## src/rtl/player_freeze_ctrl.sv

```systemverilog
// Blue-player status-effect controller: round-robin freeze-hit arbitration,
// freeze/grace sequencing on the tick timebase, and hit-point tracking.
//
// state  | meaning
// IDLE   | vulnerable; accepts a hit from the round-robin winner
// FROZEN | movement inhibited; counting FREEZE_TICKS
// GRACE  | invulnerable; counting GRACE_TICKS
// DEAD   | hp exhausted; absorbing until rst
module player_freeze_ctrl #(
  parameter int N_SRC        = 4,
  parameter int FREEZE_TICKS = 15,
  parameter int GRACE_TICKS  = 8,
  parameter int HP_INIT      = 3,
  parameter int CNT_W        = 4
) (
  input  logic             clk,
  input  logic             rst,
  input  logic             tick,
  input  logic [N_SRC-1:0] hit_req,
  output logic [N_SRC-1:0] hit_ack,
  output logic [2:0]       hit_src,
  output logic             frozen,
  output logic             invuln,
  output logic             dead,
  output logic [2:0]       hp,
  output logic [CNT_W-1:0] effect_left
);

  localparam logic [1:0] S_IDLE   = 2'd0;
  localparam logic [1:0] S_FROZEN = 2'd1;
  localparam logic [1:0] S_GRACE  = 2'd2;
  localparam logic [1:0] S_DEAD   = 2'd3;

  localparam logic [3:0] N_SRC_4 = 4'(N_SRC);

  logic [1:0]         state;
  logic [2:0]         rr_ptr;
  logic [2*N_SRC-1:0] req_dbl;
  logic [2*N_SRC-1:0] req_rot;
  logic               win_valid;
  logic [2:0]         win_off;
  logic [3:0]         win_sum;
  logic [2:0]         win_idx;
  logic [3:0]         nxt_sum;
  logic [2:0]         nxt_ptr;

  // Rotate the request vector so bit 0 is rr_ptr; the lowest set bit wins.
  always_comb begin
    req_dbl   = {hit_req, hit_req};
    req_rot   = req_dbl >> rr_ptr;
    win_valid = 1'b0;
    win_off   = 3'd0;
    for (int k = N_SRC - 1; k >= 0; k--) begin
      if (req_rot[k]) begin
        win_valid = 1'b1;
        win_off   = 3'(k);
      end
    end
    win_sum = {1'b0, rr_ptr} + {1'b0, win_off};
    if (win_sum >= N_SRC_4) win_sum = win_sum - N_SRC_4;
    win_idx = win_sum[2:0];
    nxt_sum = win_sum + 4'd1;
    if (nxt_sum >= N_SRC_4) nxt_sum = 4'd0;
    nxt_ptr = nxt_sum[2:0];
  end

  always_ff @(posedge clk) begin
    if (rst) begin
      state       <= S_IDLE;
      frozen      <= 1'b0;
      invuln      <= 1'b0;
      dead        <= 1'b0;
      hp          <= 3'(HP_INIT);
      hit_ack     <= '0;
      hit_src     <= 3'd0;
      effect_left <= '0;
      rr_ptr      <= 3'd0;
    end else begin
      hit_ack <= '0;
      case (state)
        S_IDLE: begin
          if (win_valid) begin
            hit_ack <= N_SRC'(1) << win_idx;
            hit_src <= win_idx;
            rr_ptr  <= nxt_ptr;
            hp      <= hp - 3'd1;
            frozen  <= 1'b1;
            if (hp == 3'd1) begin
              state       <= S_DEAD;
              dead        <= 1'b1;
              effect_left <= '0;
            end else begin
              state       <= S_FROZEN;
              effect_left <= CNT_W'(FREEZE_TICKS);
            end
          end
        end
        S_FROZEN: begin
          if (tick) begin
            if (effect_left > CNT_W'(1)) begin
              effect_left <= effect_left - CNT_W'(1);
            end else begin
              state       <= S_GRACE;
              frozen      <= 1'b0;
              invuln      <= 1'b1;
              effect_left <= CNT_W'(GRACE_TICKS);
            end
          end
        end
        S_GRACE: begin
          if (tick) begin
            if (effect_left > CNT_W'(1)) begin
              effect_left <= effect_left - CNT_W'(1);
            end else begin
              state       <= S_IDLE;
              invuln      <= 1'b0;
              effect_left <= '0;
            end
          end
        end
        default: ;
      endcase
    end
  end

endmodule

```

## config.mk

```make
export PLATFORM = sky130hd
export DESIGN_NAME = player_freeze_ctrl
export DESIGN_NICKNAME = d
export VERILOG_FILES = /design/src/rtl/player_freeze_ctrl.sv
export SDC_FILE = /design/constraint.sdc
export NUM_CORES = 1
export LEC_CHECK = 0
export ABC_AREA = 1
export CELL_PAD_IN_SITES_DETAIL_PLACEMENT = 1
export CELL_PAD_IN_SITES_GLOBAL_PLACEMENT = 1
export CORE_UTILIZATION = 37
export DETAILED_ROUTE_END_ITERATION = 10
export HOLD_SLACK_MARGIN = 0.05
export PLACE_DENSITY_LB_ADDON = 0.08
export SLEW_MARGIN = 20
export SYNTH_ARGS = -nofsm -noshare
export SYNTH_HDL_FRONTEND = slang
export SYNTH_SLANG_ARGS = --single-unit
```

## constraint.sdc

```tcl
create_clock -name clk -period 3.1 [get_ports clk]
set_input_delay 0.31 -clock clk [delete_from_list [all_inputs] [get_ports clk]]
set_output_delay 0.31 -clock clk [all_outputs]
set_load 0.03 [all_outputs]
```

* Yosys cells after proc, flatten, opt, wreduce, memory -nomap -nowiden *
Cells that the tools add are included.
Widths: inputs -> output; s select.

storage, ports and cells
  input port bits = 7
  bits in registers = 22
  output and inout port bits = 17
  word-level logic and storage cells = 71

operators by class
  muxes and demuxes = 31
  shifts and indexed selects = 2
  bitwise operators = 2
  magnitude comparators = 3
  reduce and logical (&&, ||, !) cells = 11
  eq/ne operators = 8
  add/subtract/negate cells = 5

operator list
  operator             number
  $mux 4               7
  $mux 2               7
  $mux 3               4
  $pmux 4 s3           1
  $ne 2x2->1 const B   5
  $mux 1               9
  $ge 4x3->1 const B   2
  $reduce_and 4->1     2
  $shr 8x3->4          1
  $pmux 2 s3           1
  $reduce_and 6->1     1
  $reduce_and 5->1     1
  $add 3x3->4          1
  $add 4x1->4 const B  1
  $gt 4x1->1 const B   1
  $pmux 1 s2           2
  $reduce_bool 2->1    2
  $shl 1x3->4 const A  1
  $sub 4x1->4 const B  1
  $sub 4x3->4 const B  1
  $eq 3x1->1 const B   1
  $reduce_and 3->1     1
  $reduce_bool 3->1    1
  $reduce_or 3->1      1
  other kinds (6)      7

* Depth between registers and ports, before layout *
Gate-level depths: netlist of run 1.

  depth after elaboration = 11
  mapped depth = 16
  mapped depth without buffers = 16

* Worst setup path before layout of run 1 *
OpenSTA, ideal clock, no wires.

  kind = register to register
  start = register rr_ptr[1]
  end = register rr_ptr[1]
  path slack = 810 ps
  path buffers = 0
  arrival time = 2,177 ps
  library setup time = 113 ps
  period minus slack after synthesis = 2,290 ps
  cell stages (with the launch flop) = 16
  required time = 2,987 ps
  cells stage by stage = dfxtp_1 > inv_2 > nor2_2 > nand2_1 > nand2_2 > nand3_1 > a21boi_0 > ha_1 > inv_1 > fa_1 > inv_1 > ha_1 > o21ai_0 > o22ai_1 > nand3_1 > nand2_1

between the ends
  cells in the longest elaborated chain, start to end = 11
  elaborated cells on any way between the ends = 17
  classes of those cells = 3 x add/sub; 2 x order compare; 1 x shift; 10 x mux; 1 x reduce/logical

RTL lines
  what                                       line  RTL
  start, declared                            37    logic [2:0] rr_ptr;
  start signal, assigned                     85    rr_ptr <= nxt_ptr;
  $shr 8x3->4                                50    req_rot = req_dbl >> rr_ptr;
  $mux 2                                     54    if (req_rot[k]) begin
  $mux 3 (3 in a row)                        54
  $add 3x3->4 *                              59    win_sum = {1'b0, rr_ptr} + {1'b0, win_off};
  $sub 4x3->4 or $ge 4x3->1 (tied branches)  60    if (win_sum >= N_SRC_4) win_sum = win_sum - N_SRC_4;
  $mux 4 *                                   60
  via win_sum[1]                             42    logic [3:0] win_sum;
  $add 4x1->4 *                              62    nxt_sum = win_sum + 4'd1;
  $ge 4x3->1                                 63    if (nxt_sum >= N_SRC_4) nxt_sum = 4'd0;
  $mux 3 *                                   63

Mark *: on every way through the listed nets, which the timed path passes. The rest lies on a longest branch.
A chain may end at the register's enable or synchronous reset.

* Worst setup path in the final report of run 1 *
  start = input port hit_req[0]
  end = register rr_ptr[1]

between the ends
  cells in the longest elaborated chain, start to end = 11
  elaborated cells on any way between the ends = 17
  classes of those cells = 3 x add/sub; 2 x order compare; 1 x shift; 10 x mux; 1 x reduce/logical

RTL lines
  what                                       line  RTL
  start, declared                            19    input logic [N_SRC-1:0] hit_req,
  $shr 8x3->4 *                              50
  $mux 2                                     54
  $mux 3 (2 in a row)                        54
  $mux 3 *                                   54
  $add 3x3->4 *                              59
  $sub 4x3->4 or $ge 4x3->1 (tied branches)  60
  $mux 4 *                                   60
  via win_sum[1]                             42
  $add 4x1->4 *                              62
  $ge 4x3->1                                 63
  $mux 3 *                                   63

Marked as above.

==> metrics.cfg, run 1 <==
[worst_setup_path]
path_max_fanout=3
rrSetupSlack_ns=0.51
cp.arrival_ns=2.77
critical_path_required_ns=3.27
cp-end-kind=register
worstSetupPathType=in -> reg
start_kind=input pin

[detailed_routing]
routed_via_density=4.932
wirelength_um=3502
drt_iter0_drc=48
vias=1307
ant_nets=0
firstDrtPassIters=4
wl_per_cell_um=13.22
drc=0

[cts]
cts_root_buf=clkbuf_8
clk_pin_slew_ns=0.09
hold_buffers=0
cts_buffers=3
htree_levels=1
insertion_delay_ns=0.26
cts_sinks=22
cts_buffer_depth=2
cts_resized=0
post_cts_buffers=0
cts_tree=done

[finish]
layout_commonest_cell=nand2_1
final_cell_mix=nand2_1 (42), inv_1 (26), nor2_1 (24)
drive_gt1_frac=0.1142
fin_util=0.4958
n_antenna_cell=0
final_cells=265
stdcell_area_um2=1707
nNetsFinal=239
syn_to_final_growth_pct=25.25

[sta]
report.final.setup_viol=0
tightest_slew_ns=0.4883
period_needed_ns=2.597
rsz0062_at_grt=no
final.setup.tns_ns=0
timing.hold.ws_ns=0.4797
skew_ns=0.004464
hold_viol=0
post-route-period-util=0.8377
final-max-slew-violation-count=0
relSlewSlack=0.6741
fmax_mhz=385.1

[global_route]
antenna_found_initial=0
grt.overflow.total=0
grt_max_degree=16
grt_use_total=0.1938
grt_pass1_wl_um=6092
grt_pass1_vias=1337

[place]
place_congestion=0.8147
dpl_cell_area_um2=1635
dp.cells=261
hpwlAfterDp_um=2726
io_buffers=23

[logic_synthesis]
syn-instance-count=194
synth_cell_types=28
synth_area_um2=1363
ys_ff_latch=22
synth_nets=213
synth_area_per_cell_um2=7.023
ys_seq_area_frac=0.3232
synth_warnings=0

[floorplan]
rows=21
ios=24
fp.dieW_um=62.69
die_y_um=62.69
coreArea_um2=3442
die-area_um2=3929
floorplan.initialDensity=0.3959

[flow_run]
maxCapViolations=0

[power_and_ir_drop]
p_leak_nw=0.8231
ir_drop_v=0.0004265
p_per_area_nw_per_um2=1132

[status]
status=complete, no violations

[hold_path]
min_path_type=reg -> reg

worst paths after layout:
kind / start / to / depth (start not counted)
setup / recovery: hit_req[0] / rr_ptr[1]$_SDFFE_PP0P_ / 16
hold / removal: hit_src[1]$_SDFFE_PP0P_ / hit_src[1]$_SDFFE_PP0P_ / 2
setup reg to reg: rr_ptr[1]$_SDFFE_PP0P_ / rr_ptr[1]$_SDFFE_PP0P_ / 15
hold reg to reg: hit_src[1]$_SDFFE_PP0P_ / hit_src[1]$_SDFFE_PP0P_ / 2
kinds of logic after synthesis:
logic type	count (synthesis)	synth area share
AO/OA/AOI/OAI	25	0.1019
XOR/XNOR	1	0.006429
adder cells (fa/ha/maj)	12	0.1157
buffers and inverters	33	0.09641
flip-flops	22	0.3232
AND/OR/NAND/NOR	101	0.3563
synthesized netlist by cell type:
master / instances / area, um2
inv_1: 26 / 97.59
ha_1: 11 / 137.6
fa_1: 1 / 20.02
buf_6: 1 / 11.26
nand4_1: 1 / 6.260
nand3b_1: 1 / 7.510
o21ai_0: 12 / 60.06
nor3_2: 3 / 30.03
dfxtp_1: 22 / 440.4
a31oi_1: 1 / 6.260
nand3_2: 2 / 20.02
a311oi_1: 1 / 8.760
nor3_1: 1 / 5.000
nor2_1: 24 / 90.09
nand2_1: 42 / 157.7
a21oi_1: 5 / 25.02
o22ai_1: 1 / 6.260
xor2_1: 1 / 8.760
nand2_4: 2 / 22.52
a21boi_0: 1 / 7.510
nor2_2: 1 / 6.260
clkbuf_1: 1 / 3.750
inv_2: 5 / 18.77
o31ai_1: 2 / 15.01
o21ai_1: 2 / 10.01
nand3_1: 16 / 80.08
nand2_2: 6 / 37.54
nor2_4: 2 / 22.52
power by group:
part,total [W],switching (W),internal (W)
clock network,0.000274,0.000101,0.000173
registers,0.000459,0.0000727,0.000386
logic,0.00120,0.000777,0.000422
critical path: stages:
cell	delay [ns]
clkdlybuf4s50_1	0.50
nand3_1	0.10
nand2_1	0.08
nand2_1	0.06
nand2_2	0.09
nand3_1	0.07
a21boi_0	0.17
ha_1	0.20
inv_1	0.06
fa_1	0.53
inv_1	0.09
ha_1	0.19
o21ai_0	0.07
o22ai_1	0.11
nand3_1	0.09
nand2_1	0.04
layout make-up:
class                      instances  area (um2)
tap                               46       57.56
clock buffer                       3       41.29
sequential                        22       440.4
timing repair buffer              23       230.2
fill                             445        1735
clock inverter                     1       30.03
inverter                          31       116.4
multi-input combinational        139       790.8
routing by layer:
| layer | track usage | part of all wire |
|---|---|---|
| met1 | 0.2427 | 0.48 |
| met5 | 0 | 0 |
| met4 | 0.05233 | 0.010 |
| met3 | 0.02190 | 0.017 |
| met2 | 0.3478 | 0.49 |
stage by stage:
stage	setup slack [ns]	power [W]
2_1_floorplan	0.8101	0.001309
3_3_place_gp	0.3381	0.001604
3_5_place_dp	0.2210	0.001663
4_1_cts	0.4782	0.001955
5_1_grt	0.2587	0.002107
6_report	0.5032	0.001932
sequential cells by signal (all words and copies together) (netlist names):
| signal | cells |
|---|---|
| rr_ptr | 3 |
| dead | 1 |
| invuln | 1 |
| hit_src | 3 |
| hit_ack | 4 |
| state | 2 |
| effect_left | 4 |
| frozen | 1 |
| hp | 3 |
Power figures use the tool's default switching activity.
==> inputs of run 2 (changes only) <==
==> constraint.sdc (replaced) <==
create_clock -name clk -period 2.55 [get_ports clk]
set_input_delay 0.255 -clock clk [delete_from_list [all_inputs] [get_ports clk]]
set_output_delay 0.255 -clock clk [all_outputs]
set_load 0.03 [all_outputs]
==> metrics.cfg, run 2 (synthesis results as in run 1) <==
[place]
dpl_cell_area_um2=1695  ; +3.7%
hpwlAfterDp_um=2807  ; +3.0%
place_congestion=0.7916  ; -2.8%
pre_cts_slack_ns=-0.2279  ; -0.4489 ns
dp.cells=269  ; +3.1%
io_buffers=23  ; unchanged

[worst_setup_path]
rrSetupSlack_ns=0.15  ; -0.36 ns
crit_path_max_incr_delay_ns=0.56  ; +0.03 ns
rr_worst_depth=16  ; +1
r2r_end=rr_ptr[1]$_SDFFE_PP0P_
cp-end-kind=register
path_cells=inv_4 > nand2_1 > nand2_1 > nand2_1 > nand2_2 > nand3_1 > a21boi_1 > ha_2 > inv_1 > fa_1 > inv_2 > ha_2 > o21ai_1 > o22ai_1 > nand3_1 > nand2_1
cp.arrival_ns=2.56  ; -0.21 ns
crit_path_end=rr_ptr[1]$_SDFFE_PP0P_
critPathSlowestCell=fa_1
cp_common_cell=nand2_1
path_max_fanout=7  ; +4
start_kind=register
critical_path_required_ns=2.72  ; -0.55 ns
crit_start=rr_ptr[0]$_SDFFE_PP0P_
rr_startpoint=rr_ptr[0]$_SDFFE_PP0P_
worstSetupPathType=reg -> reg

[finish]
syn_to_final_growth_pct=30.95
layout_commonest_cell=nand2_1
final_cell_mix=nand2_1 (42), inv_1 (24), nor2_1 (24)
fin_util=0.5184  ; +0.02254
final_cells=274  ; +3.4%
reg.largest.list=effect_left: 4 flops, hit_ack: 4 flops
stdcell_area_um2=1784  ; +4.5%
drive_gt1_frac=0.1798  ; +0.06567
nNetsFinal=248  ; +3.8%
n_antenna_cell=0  ; unchanged

[floorplan]
die_y_um=62.69  ; unchanged
fp.dieW_um=62.69  ; unchanged
ios=24  ; unchanged
rows=21  ; unchanged
die-area_um2=3929  ; unchanged
coreArea_um2=3442  ; unchanged
floorplan.initialDensity=0.3959  ; unchanged

[detailed_routing]
drt_iter0_drc=50  ; +4.2%
routed_via_density=4.934  ; about the same
drc=0  ; unchanged
wirelength_um=3584  ; +2.3%
wl_per_cell_um=13.08  ; -1.0%
vias=1352  ; +3.4%
firstDrtPassIters=4  ; unchanged
ant_nets=0  ; unchanged

[global_route]
grt_pass1_wl_um=6230  ; +2.3%
grt_use_total=0.1985  ; +0.004710
grt.overflow.total=0  ; unchanged
grt_max_degree=16  ; unchanged
grt_pass1_vias=1438  ; +7.6%
antenna_found_initial=0  ; unchanged

[sta]
tightest_slew_ns=0.4671  ; -0.02125 ns
timing.hold.ws_ns=0.4759  ; -0.003843 ns
fmax_mhz=417.1
report.final.setup_viol=0  ; unchanged
post-route-period-util=0.9401
period_needed_ns=2.397
setup_ws_ns=0.1527  ; -0.3505 ns
skew_ns=0.007242  ; +0.002778 ns
final-max-slew-violation-count=0  ; unchanged
hold_viol=0  ; unchanged
relSlewSlack=0.6883  ; +0.01418

[hold_path]
min_path_type=reg -> reg

[cts]
cts_sinks=22  ; unchanged
clk_pin_slew_ns=0.08  ; about the same
cts_tree=done
cts_root_buf=clkbuf_8
hold_buffers=0  ; unchanged
cts_buffers=3  ; unchanged
insertion_delay_ns=0.27  ; about the same
cts_buffer_depth=2  ; unchanged
htree_levels=1  ; unchanged

[power_and_ir_drop]
p_per_area_nw_per_um2=1346  ; +19%
p_leak_nw=0.8863  ; +7.7%
ir_drop_v=0.0005960  ; +40%

[status]
status=complete, no violations

[flow_run]
maxCapViolations=0  ; unchanged

[run 2: area by class of cell]
class                           count  area, um2
Fill cell                         446       1658
Multi-Input combinational cell    139      800.8
Sequential cell                    22      446.7
Timing Repair Buffer               32      305.3
Inverter                           31      118.9
Tap cell                           46      57.56
Clock buffer                        4      55.05
[run 2: how the worst min path moves through the flow]
stage / slack, ns / cells past startpoint / start / endpoint
floorplan: 0.33 / 1 / rst / rr_ptr[2]$_SDFFE_PP0P_
global placement: 0.46 / 2 / dead$_SDFFE_PP0P_ / dead$_SDFFE_PP0P_
detailed placement: 0.47 / 2 / hit_src[1]$_SDFFE_PP0P_ / hit_src[1]$_SDFFE_PP0P_
CTS: 0.48 / 2 / hit_src[1]$_SDFFE_PP0P_ / hit_src[1]$_SDFFE_PP0P_
global route: 0.52 / 2 / hit_src[0]$_SDFFE_PP0P_ / hit_src[0]$_SDFFE_PP0P_
finish: 0.48 / 2 / hit_src[1]$_SDFFE_PP0P_ / hit_src[1]$_SDFFE_PP0P_
[run 2: timing repair]
action / in CTS / in global routing
resized for setup: 0 / 15
hold endpoints to repair: 0 / 0
setup endpoints to repair: 0 / 2
buffers inserted: 0 / 1
[run 2: where the power goes]
group | leakage [nW] | internal [W] | switching (W)
clock | 0.0288 | 0.000138 | 0.000124
combinational | 0.675 | 0.000608 | 0.000964
sequential | 0.183 | 0.000474 | 0.0000923
total | 0.886 | 0.00122 | 0.00118
[run 2: metal layers]
metal / GRT usage / wire (um)
met1: 0.2407 / 1723
met2: 0.3397 / 1688
met3: 0.03832 / 98
met4: 0.08430 / 73
met5: 0 / 0
[run 2: critical path: cells and delay by family, from the launching register on]
kind                       cells  cell delay, ns
and+or+nand+nor                7            0.48
buffers and inverters          3            0.18
adders and majority gates      3            0.93
AOI/OAI and AO/OA              3            0.32
DFF                            1            0.38
[run 2: stage by stage]
stage	setup TNS, ns	power, W
floorplan	0	0.001592
global placement	-0.08773	0.002039
detailed placement	-0.2387	0.002116
CTS	0	0.002385
global route	-0.01915	0.002618
finish	0	0.002401
==> inputs of run 3 (changes only) <==
--- a/config.mk
+++ b/config.mk
@@ -10,7 +10,7 @@
 export CELL_PAD_IN_SITES_GLOBAL_PLACEMENT = 1
 export CORE_UTILIZATION = 37
 export DETAILED_ROUTE_END_ITERATION = 10
-export HOLD_SLACK_MARGIN = 0.05
+export HOLD_SLACK_MARGIN = 0.08
 export PLACE_DENSITY_LB_ADDON = 0.08
 export SLEW_MARGIN = 20
 export SYNTH_ARGS = -nofsm -noshare
==> results of run 3 <==
No change in the layout: final DEF, timing and power equal those of run 2.
